`src/rtl/mmp_cmd_receiver_pkg.sv`:
```
// Shared definitions for the MMP command path: opcode table, word field offsets, FSM states.
// MMP_control imports the same package, so both ends decode from one opcode table.
package mmp_cmd_receiver_pkg;

  localparam logic HIGH = 1'b1;
  localparam logic LOW  = 1'b0;

  localparam logic [4:0] MMP_OP_VSYNC      = 5'b00010;
  localparam logic [4:0] MMP_OP_PSG        = 5'b10001;
  localparam logic [4:0] MMP_OP_OPLL       = 5'b10010;
  localparam logic [4:0] MMP_OP_SCC        = 5'b10011;
  localparam logic [4:0] MMP_OP_MOVOL      = 5'b11000;
  localparam logic [4:0] MMP_OP_ROVOL      = 5'b11001;
  localparam logic [4:0] MMP_OP_SCC_MODULE = 5'b11010;

  // 24-bit word layout: {op[23:19], sub[18:16], addr[15:8], data[7:0]}
  localparam int MMP_OP_LSB   = 19;
  localparam int MMP_SUB_LSB  = 16;
  localparam int MMP_ADDR_LSB = 8;
  localparam int MMP_DATA_LSB = 0;

  typedef enum logic [1:0] {ST_B0, ST_B1, ST_B2, ST_PUSH} rx_state_t;

  function automatic logic mmp_op_valid(input logic [4:0] op);
    case (op)
      MMP_OP_VSYNC, MMP_OP_PSG, MMP_OP_OPLL, MMP_OP_SCC,
      MMP_OP_MOVOL, MMP_OP_ROVOL, MMP_OP_SCC_MODULE: mmp_op_valid = HIGH;
      default:                                       mmp_op_valid = LOW;
    endcase
  endfunction

endpackage

```
`src/rtl/mmp_cmd_receiver_sync_edge.sv`:
```
// Synchronizer for the async Pico byte strobe, followed by a rising-edge detector.
module mmp_sync_edge #(
  parameter int SYNC_STAGES = 2
) (
  input  logic i_CLK,
  input  logic i_RST_n,
  input  logic i_async,
  output logic o_rise
);

  logic [SYNC_STAGES-1:0] sync_q;
  logic                   edge_q;

  always_ff @(posedge i_CLK) begin
    if (!i_RST_n) begin
      sync_q <= '0;
      edge_q <= 1'b0;
    end else begin
      sync_q <= {sync_q[SYNC_STAGES-2:0], i_async};
      edge_q <= sync_q[SYNC_STAGES-1];
    end
  end

  assign o_rise = sync_q[SYNC_STAGES-1] & ~edge_q;

endmodule

```
`src/rtl/mmp_cmd_receiver.sv`:
```
// Assembles 3 strobed bytes (MSB first) into a 24-bit MMP command and writes it to the command FIFO.
module mmp_cmd_receiver
  import mmp_cmd_receiver_pkg::*;
#(
  parameter int          SYNC_STAGES  = 2,
  parameter logic [19:0] BYTE_TIMEOUT = 20'd17857
) (
  input  logic        i_CLK,
  input  logic        i_RST_n,
  input  logic [7:0]  i_RX_DATA,
  input  logic        i_RX_STB,
  output logic        o_RX_READY,
  output logic        o_fifo_push_s,
  output logic [23:0] o_fifo_push_dt,
  input  logic        i_fifo_FULL,
  input  logic        i_STAT_CLR,
  output logic        o_OVF,
  output logic [7:0]  o_DROP_CNT
);

  rx_state_t   state, state_n;
  logic [19:0] timer, timer_n;
  logic [23:0] word, word_n;
  logic        rdy_n, ovf_n, drop, push;
  logic [7:0]  cnt_n;
  logic        rx_ev;

  mmp_sync_edge #(.SYNC_STAGES(SYNC_STAGES)) u_stb (
    .i_CLK   (i_CLK),
    .i_RST_n (i_RST_n),
    .i_async (i_RX_STB),
    .o_rise  (rx_ev)
  );

  always_ff @(posedge i_CLK) begin
    if (!i_RST_n) begin
      state      <= ST_B0;
      timer      <= '0;
      word       <= '0;
      o_RX_READY <= HIGH;
      o_OVF      <= LOW;
      o_DROP_CNT <= '0;
    end else begin
      state      <= state_n;
      timer      <= timer_n;
      word       <= word_n;
      o_RX_READY <= rdy_n;
      o_OVF      <= ovf_n;
      o_DROP_CNT <= cnt_n;
    end
  end

  always_comb begin
    state_n = state;
    timer_n = timer;
    word_n  = word;
    drop    = LOW;
    push    = LOW;
    ovf_n   = o_OVF;
    case (state)
      ST_B0: begin
        timer_n = '0;
        if (rx_ev) begin
          if (mmp_op_valid(i_RX_DATA[7:3])) begin
            word_n[23:16] = i_RX_DATA;
            state_n       = ST_B1;
          end else begin
            drop = HIGH;
          end
        end
      end
      // An arriving byte beats the timeout on the expiry cycle.
      ST_B1, ST_B2: begin
        if (rx_ev) begin
          timer_n = '0;
          if (state == ST_B1) begin
            word_n[15:8] = i_RX_DATA;
            state_n      = ST_B2;
          end else begin
            word_n[7:0] = i_RX_DATA;
            state_n     = ST_PUSH;
          end
        end else if (timer == BYTE_TIMEOUT - 20'd1) begin
          drop    = HIGH;
          timer_n = '0;
          state_n = ST_B0;
        end else begin
          timer_n = timer + 20'd1;
        end
      end
      ST_PUSH: begin
        timer_n = '0;
        if (!i_fifo_FULL) begin
          push    = HIGH;
          state_n = ST_B0;
        end
        if (rx_ev) begin
          drop  = HIGH;
          ovf_n = HIGH;
        end
      end
      default: state_n = ST_B0;
    endcase

    rdy_n = !(state == ST_PUSH && i_fifo_FULL);

    cnt_n = o_DROP_CNT;
    if (i_STAT_CLR) begin
      ovf_n = LOW;
      cnt_n = '0;
    end else if (drop && o_DROP_CNT != 8'hFF) begin
      cnt_n = o_DROP_CNT + 8'd1;
    end
  end

  // Push is gated directly by FULL so a write can never land on a full FIFO.
  assign o_fifo_push_s  = push;
  assign o_fifo_push_dt = word;

endmodule

```
`config.mk`:
```
export PLATFORM = sky130hd
export DESIGN_NAME = mmp_cmd_receiver
export DESIGN_NICKNAME = d
export VERILOG_FILES = /design/src/rtl/mmp_cmd_receiver_pkg.sv /design/src/rtl/mmp_cmd_receiver_sync_edge.sv /design/src/rtl/mmp_cmd_receiver.sv
export SDC_FILE = /design/constraint.sdc
export NUM_CORES = 1
export LEC_CHECK = 0
export BUFFER_PORTS_ARGS = -buffer_cell sky130_fd_sc_hd__buf_2
export CAP_MARGIN = 10
export CORE_ASPECT_RATIO = 0.8
export CORE_MARGIN = 4
export CORE_UTILIZATION = 59
export CTS_CLUSTER_DIAMETER = 40
export DETAILED_ROUTE_END_ITERATION = 7
export GPL_ROUTABILITY_DRIVEN = 0
export PLACE_DENSITY = 0.84
export SYNTH_ARGS = -nofsm -noshare
export SYNTH_HDL_FRONTEND = slang
export SYNTH_SLANG_ARGS = --single-unit
```
`constraint.sdc`:
```
create_clock -name i_CLK -period 3.5 [get_ports i_CLK]
set_clock_uncertainty 0.1 [all_clocks]
set_input_delay 0.525 -clock i_CLK [delete_from_list [all_inputs] [get_ports i_CLK]]
set_output_delay 0.525 -clock i_CLK [all_outputs]
set_load 0.01 [all_outputs]
```
======== Word-level counts from Yosys, hierarchy flattened ========
Cells that the tools add are included.
storage, ports and cells
  register bits after elaboration ......... 59
  bits of input ports ..................... 13
  output and inout port bits .............. 35
  logic and storage cells ................. 66
operators by class
  $add $sub $neg .......................... 2
  equal/unequal tests ..................... 16
  muxes and demuxes ....................... 21
  bitwise gates (word level) .............. 4
  reductions and logical operators ........ 13
operators by type and width
  kind                     count
  $mux W20                 2
  $pmux W20 S2             1
  $eq A5 B5 Y1 const B     6
  $add A20 B1 Y20 const B  1
  $eq A20 B15 Y1 const B   1
  $mux W1                  11
  $mux W2                  5
  $reduce_and A3 Y1        3
  $add A8 B1 Y8 const B    1
  $ne A8 B8 Y1 const B     1
  $reduce_or A7 Y1         1
  $ne A2 B2 Y1 const B     3
  $pmux W2 S3              1
  $reduce_or A2 Y1         3
  $eq A5 B2 Y1 const B     1
  $eq A2 B2 Y1 const B     2
  $reduce_and A4 Y1        1
  $ne A3 B3 Y1 const B     1
  $not A1 Y1               3
  $pmux W1 S3              1
  $eq A2 B1 Y1 const B     1
  $logic_and A1 B1 Y1      2
  $logic_not A2 Y1         1
  $reduce_and A2 Y1        1
  2 further kinds          2

======== Logic depth before layout (Yosys ltp) ========
  word-level depth ........................ 9
  depth in mapped cells ................... 7
  gate-level depth less buffers ........... 7

======== Cells and area by module ========
A second synthesis with hierarchy kept.
second synthesis, totals
  cell total of the unflattened synthesis .. 275
  area total of the unflattened synthesis .. 2486.1 sq um
by module, submodules not included
  module            times used  cells each  area each (sq um)  seq. area each (sq um)
  mmp_cmd_receiver  1           268         2393.5             1121.1
  mmp_sync_edge     1           7           92.6               60.1

======== Least setup slack after synthesis ========
Ideal clock, no wire load.
  kind .................................... register to register
  start point ............................. register timer[0]
  end point ............................... register state[1]
  library setup time ...................... 127 ps
  arrival ................................. 1878 ps
  data required time ...................... 3273 ps
  setup slack ............................. 1395 ps
  cell stages (with the launch flop) ...... 8
  buffers on the path ..................... 0
  clock period less this slack ............ 2105 ps
  cell sequence ........................... dfxtp_1 > inv_1 > ha_1 > or4bb_1 > or3_4 > o211a_1 > o31ai_1 > a21boi_0
on the way
  word-level cells in the longest chain between the ends .. 3
RTL lines
  item                         RTL line                source
  start: declaration           mmp_cmd_receiver.sv:22  logic [19:0] timer, timer_n;
  start signal: assignment     mmp_cmd_receiver.sv:45  timer <= timer_n;
  $eq A20 B15 Y1               mmp_cmd_receiver.sv:83  end else if (timer == BYTE_TIMEOUT - 20'd1) begin
  $ne A3 B3 Y1 (no line)       n/a
  $reduce_and A4 Y1 (no line)  n/a
  end signal: assignment       mmp_cmd_receiver.sv:44  state <= state_n;
  end: declaration             mmp_cmd_receiver.sv:21  rx_state_t state, state_n;
Every way passes these cells.
A chain may end at the register's enable or synchronous reset.

======== Worst setup path in the final report ========
  start point ............................. register timer[0]
  end point ............................... register o_DROP_CNT[6]
on the way
  word-level cells in the longest chain between the ends .. 5
RTL lines
  item                    RTL line                 source
  $eq A20 B15 Y1          mmp_cmd_receiver.sv:83
  $mux W1                 mmp_cmd_receiver.sv:83
  $mux W1                 mmp_cmd_receiver.sv:74   if (rx_ev) begin
  $pmux W1 S3             mmp_cmd_receiver.sv:60   case (state)
  $logic_and A1 B1 Y1     mmp_cmd_receiver.sv:111  end else if (drop && o_DROP_CNT != 8'hFF) begin
  end signal: assignment  mmp_cmd_receiver.sv:49   o_DROP_CNT <= cnt_n;
  end: declaration        mmp_cmd_receiver.sv:18   output logic [7:0] o_DROP_CNT
Every way passes these cells.

==> impl_results.md <==
* Commonest non-fill, non-tap cell in the layout: dfxtp_1
* Reg2Reg Launch Point: timer[0]
* Vias at roughly 2,100
* Drt pass-1 iters at 4
* WP buf/inv at 1
* Peak Freq at between 400 and 500 MHz
* Top-area cell type share of the netlist area at 0.448
* Number of port buffers at 47
* Final min period at 2250 ps
* Ant diodes at 0
* Area contributors post-synth: dfxtp_1, mux2i_1, nand2_1
* Routed WL at 5420 µm
* Crit-path max cell delay at around 470 ps
* Largest net degree at the start of global routing at 35
* CP Max Fanout at 10
* Reg2Reg Setup Slack at 1250 ps
* CTS tree: done
* Hold endpoint: u_stb.sync_q[0]
* Worst rel slew slack at 0.461
* Reg-to-reg critical path endpoint: o_DROP_CNT[6]
* Switching Share at 0.247
* Critical path, cell by cell: inv_1 > ha_1 > or4bb_1 > or3_4 > o21ai_4 > nand4_2 > mux2i_1
* Net Sw Power at 365 µW
* Type of the tightest min-delay check: primary input to flip-flop
* Post-route non-filler standard cell count at 402
* Starting density of the core at 0.619
* Design area at 0.00310 mm²
* Syn Area/Cell at 9.09 µm²
* Number of global-route vias before repair at a little under 2,000
* Max IR drop VDD at between 0.3 and 0.4 mV
* Area of the multi-input gates at 0.00137 mm²
* Fin. max-slew vios at 0
* Most frequent cells in the layout: dfxtp_1, buf_2, nand2_1
* Die Y at 67.8 µm
* WS Path Type: flip-flop to flip-flop
* Crit path launch type: flip-flop
* CP top delay family: simple AND/OR/NAND/NOR gates
* Worst Tran Pin Value at about 810 ps
* Sequential Power Share at 0.472
* Setup TNS at 0 ps
* Worst-path clk slew at 60 ps
* Ratio of cells with drive above 1 in the final layout at 0.200
* EDFF count, synth at 0
* Layout net count at 360
* Main flop type after synthesis: dfxtp_1
* TritonCTS sink count at ~60
* Cell Area, Synth at 0.00264 mm²
* Placed Cells at 387
* Status: completed
* Clk root buf: clkbuf_8
* Post-Syn Nets at 309
* Synth warnings at 0
* FF+latch area at 0.00118 mm²
* Max Cap Viol at 0
* Grt ovf at 0
* Drt via density at roughly 5.3
* RSZ-0062 raised after global routing: no
* Part of the power in combinational logic at 0.120
* Postcts setup bufs at 0
* Worst skew pair latency at 320 ps
* P&R area growth vs syn at 17.5%
* CTS resizes at 0
* First-pass GRT wire length at 9090 µm
* Post-Syn Instances at between 200 and 300
* LEAKAGE at 1.31 nW
* DP Wirelength at 3790 µm
* Total track usage at 0.217
* Core area at 0.00426 mm²
* Path depth of the worst reg2reg path at 7
* Worst min-delay path startpoint: i_RX_STB
* Drt drc at 0
* Slowest stage cell on the critical path: or4bb_1
* H-tree Lvls at 3
* Internal power at 1.11 mW
* Drt first-iter violations at approximately 150
* Hold buffers post-CTS at 0
* Number of synthesized register bits at 59
* Initial antenna violation count at 0
* Dominant cell type by area after synthesis: dfxtp_1
* Clk pwr share at 0.408
* Crit path arrival time at 2360 ps
* Netlist cell types at 43
* Final ANT Viol Nets at 0
* Critical Path End Type: flip-flop
* Setup-failing EPs final at 0
* Hold Vio Cnt, Final at 0
* Sequential fraction of the synthesis area at 0.448
* CTS Buf Count at 9
* WP data required at about 3600 ps
* Die width at 82.7 µm
* DP Area at 0.00290 mm²
* DIE AREA at 0.00561 mm²
* Average wire per standard cell at 13.5 µm
* FILL cells at roughly 310
* Worst hold path depth at 2
* Tcrit/Tclk final at 0.643
* Pwr dens at 478 mW/mm²
* I/O pins at 48
* Post-synth ARST share at 0
* FP Rows at 21
* Clock Path Buffers at 2
-- sequential cells by signal, indices dropped and copies added, names as in the netlist --
name / cells
o_fifo_push_dt: 24
u_stb.sync_q: 2
state: 2
timer: 20
o_RX_READY: 1
u_stb.edge_q: 1
o_OVF: 1
o_DROP_CNT: 8
-- worst register-to-register path, cell delays in order (launching register included) --
cell and delay [ps]:
dfxtp_1 330, inv_1 60, ha_1 130, or4bb_1 470
or3_4 430, o21ai_4 310, nand4_2 150, mux2i_1 150
-- logic make-up after synthesis --
group,after synthesis,synth area share
AO/OA/AOI/OAI,27,0.0745
flip-flops,59,0.448
buffers and inverters,17,0.0309
AND/OR/NAND/NOR,141,0.274
XOR/XNOR,18,0.0598
multiplexers,22,0.0836
adder cells (fa/ha/maj),6,0.0285
-- power groups by stage --
stage          clock (mW)  sequential, mW  combinational [mW]
2_1_floorplan           0           0.713               0.128
5_1_grt             0.650           0.700               0.198
4_1_cts             0.617           0.698               0.176
6_report            0.603           0.698               0.178
3_3_place_gp            0           0.711               0.170
3_5_place_dp            0           0.713               0.175
-- how the worst max path moves through the flow --
stage | start | end | slack [ps] | cells after the start
finish | timer[0] | o_DROP_CNT[6] | 1250 | 7
floorplan | timer[0] | state[1] | 1390 | 7
global route | u_stb.sync_q[1] | o_DROP_CNT[0] | 1000 | 5
global placement | timer[0] | o_DROP_CNT[0] | 1320 | 7
detailed placement | timer[0] | state[1] | 1250 | 7
CTS | timer[0] | o_DROP_CNT[6] | 1260 | 7
-- metal layers --
layer / part of all wire / wire, µm / global-route usage / up-vias
li1: - / - / - / 1077
met1: 0.49 / 2670 / 0.307 / 981
met2: 0.43 / 2320 / 0.304 / 67
met3: 0.070 / 380 / 0.0893 / 5
met4: 0.0081 / 44 / 0.0551 / 0
met5: 0 / 0 / 0 / -
-- cell usage after synthesis (2+ instances only) --
| cell | count |
|---|---|
| dfxtp_1 | 59 |
| nand2_1 | 39 |
| nor2_1 | 29 |
| mux2i_1 | 22 |
| nor2b_1 | 19 |
| nand3_1 | 14 |
| xor2_1 | 12 |
| a21boi_0 | 9 |
| inv_1 | 9 |
| and3_1 | 7 |
| ha_1 | 6 |
| xnor2_1 | 6 |
| a21oi_1 | 5 |
| nand2b_1 | 5 |
| nand4_1 | 5 |
| nor3_1 | 5 |
| and2_1 | 4 |
| clkbuf_1 | 4 |
| o21ai_0 | 3 |
| a31oi_1 | 2 |
| buf_2 | 2 |
| nor4b_1 | 2 |
| o31ai_1 | 2 |
-- final cells by class --
type | count | share of cell area
multi-input cells | 214 | 0.443
flip-flops and latches | 59 | 0.382
repair buffers | 48 | 0.0784
clock buffers | 13 | 0.0513
well taps | 57 | 0.0230
clock inverters | 2 | 0.0113
inverters | 9 | 0.0109
-- metrics by stage --
step                power, mW  setup slack, ps  utilization  hold WS, ps
detailed placement      0.887             1250        0.682          324
floorplan               0.841             1390            -          312
global placement        0.882             1320        0.682          316
global route             1.55             1000        0.727          305
finish                   1.48             1250        0.727          301
CTS                      1.49             1260        0.727          285
No activity file was read; power rests on OpenSTA's default activity.
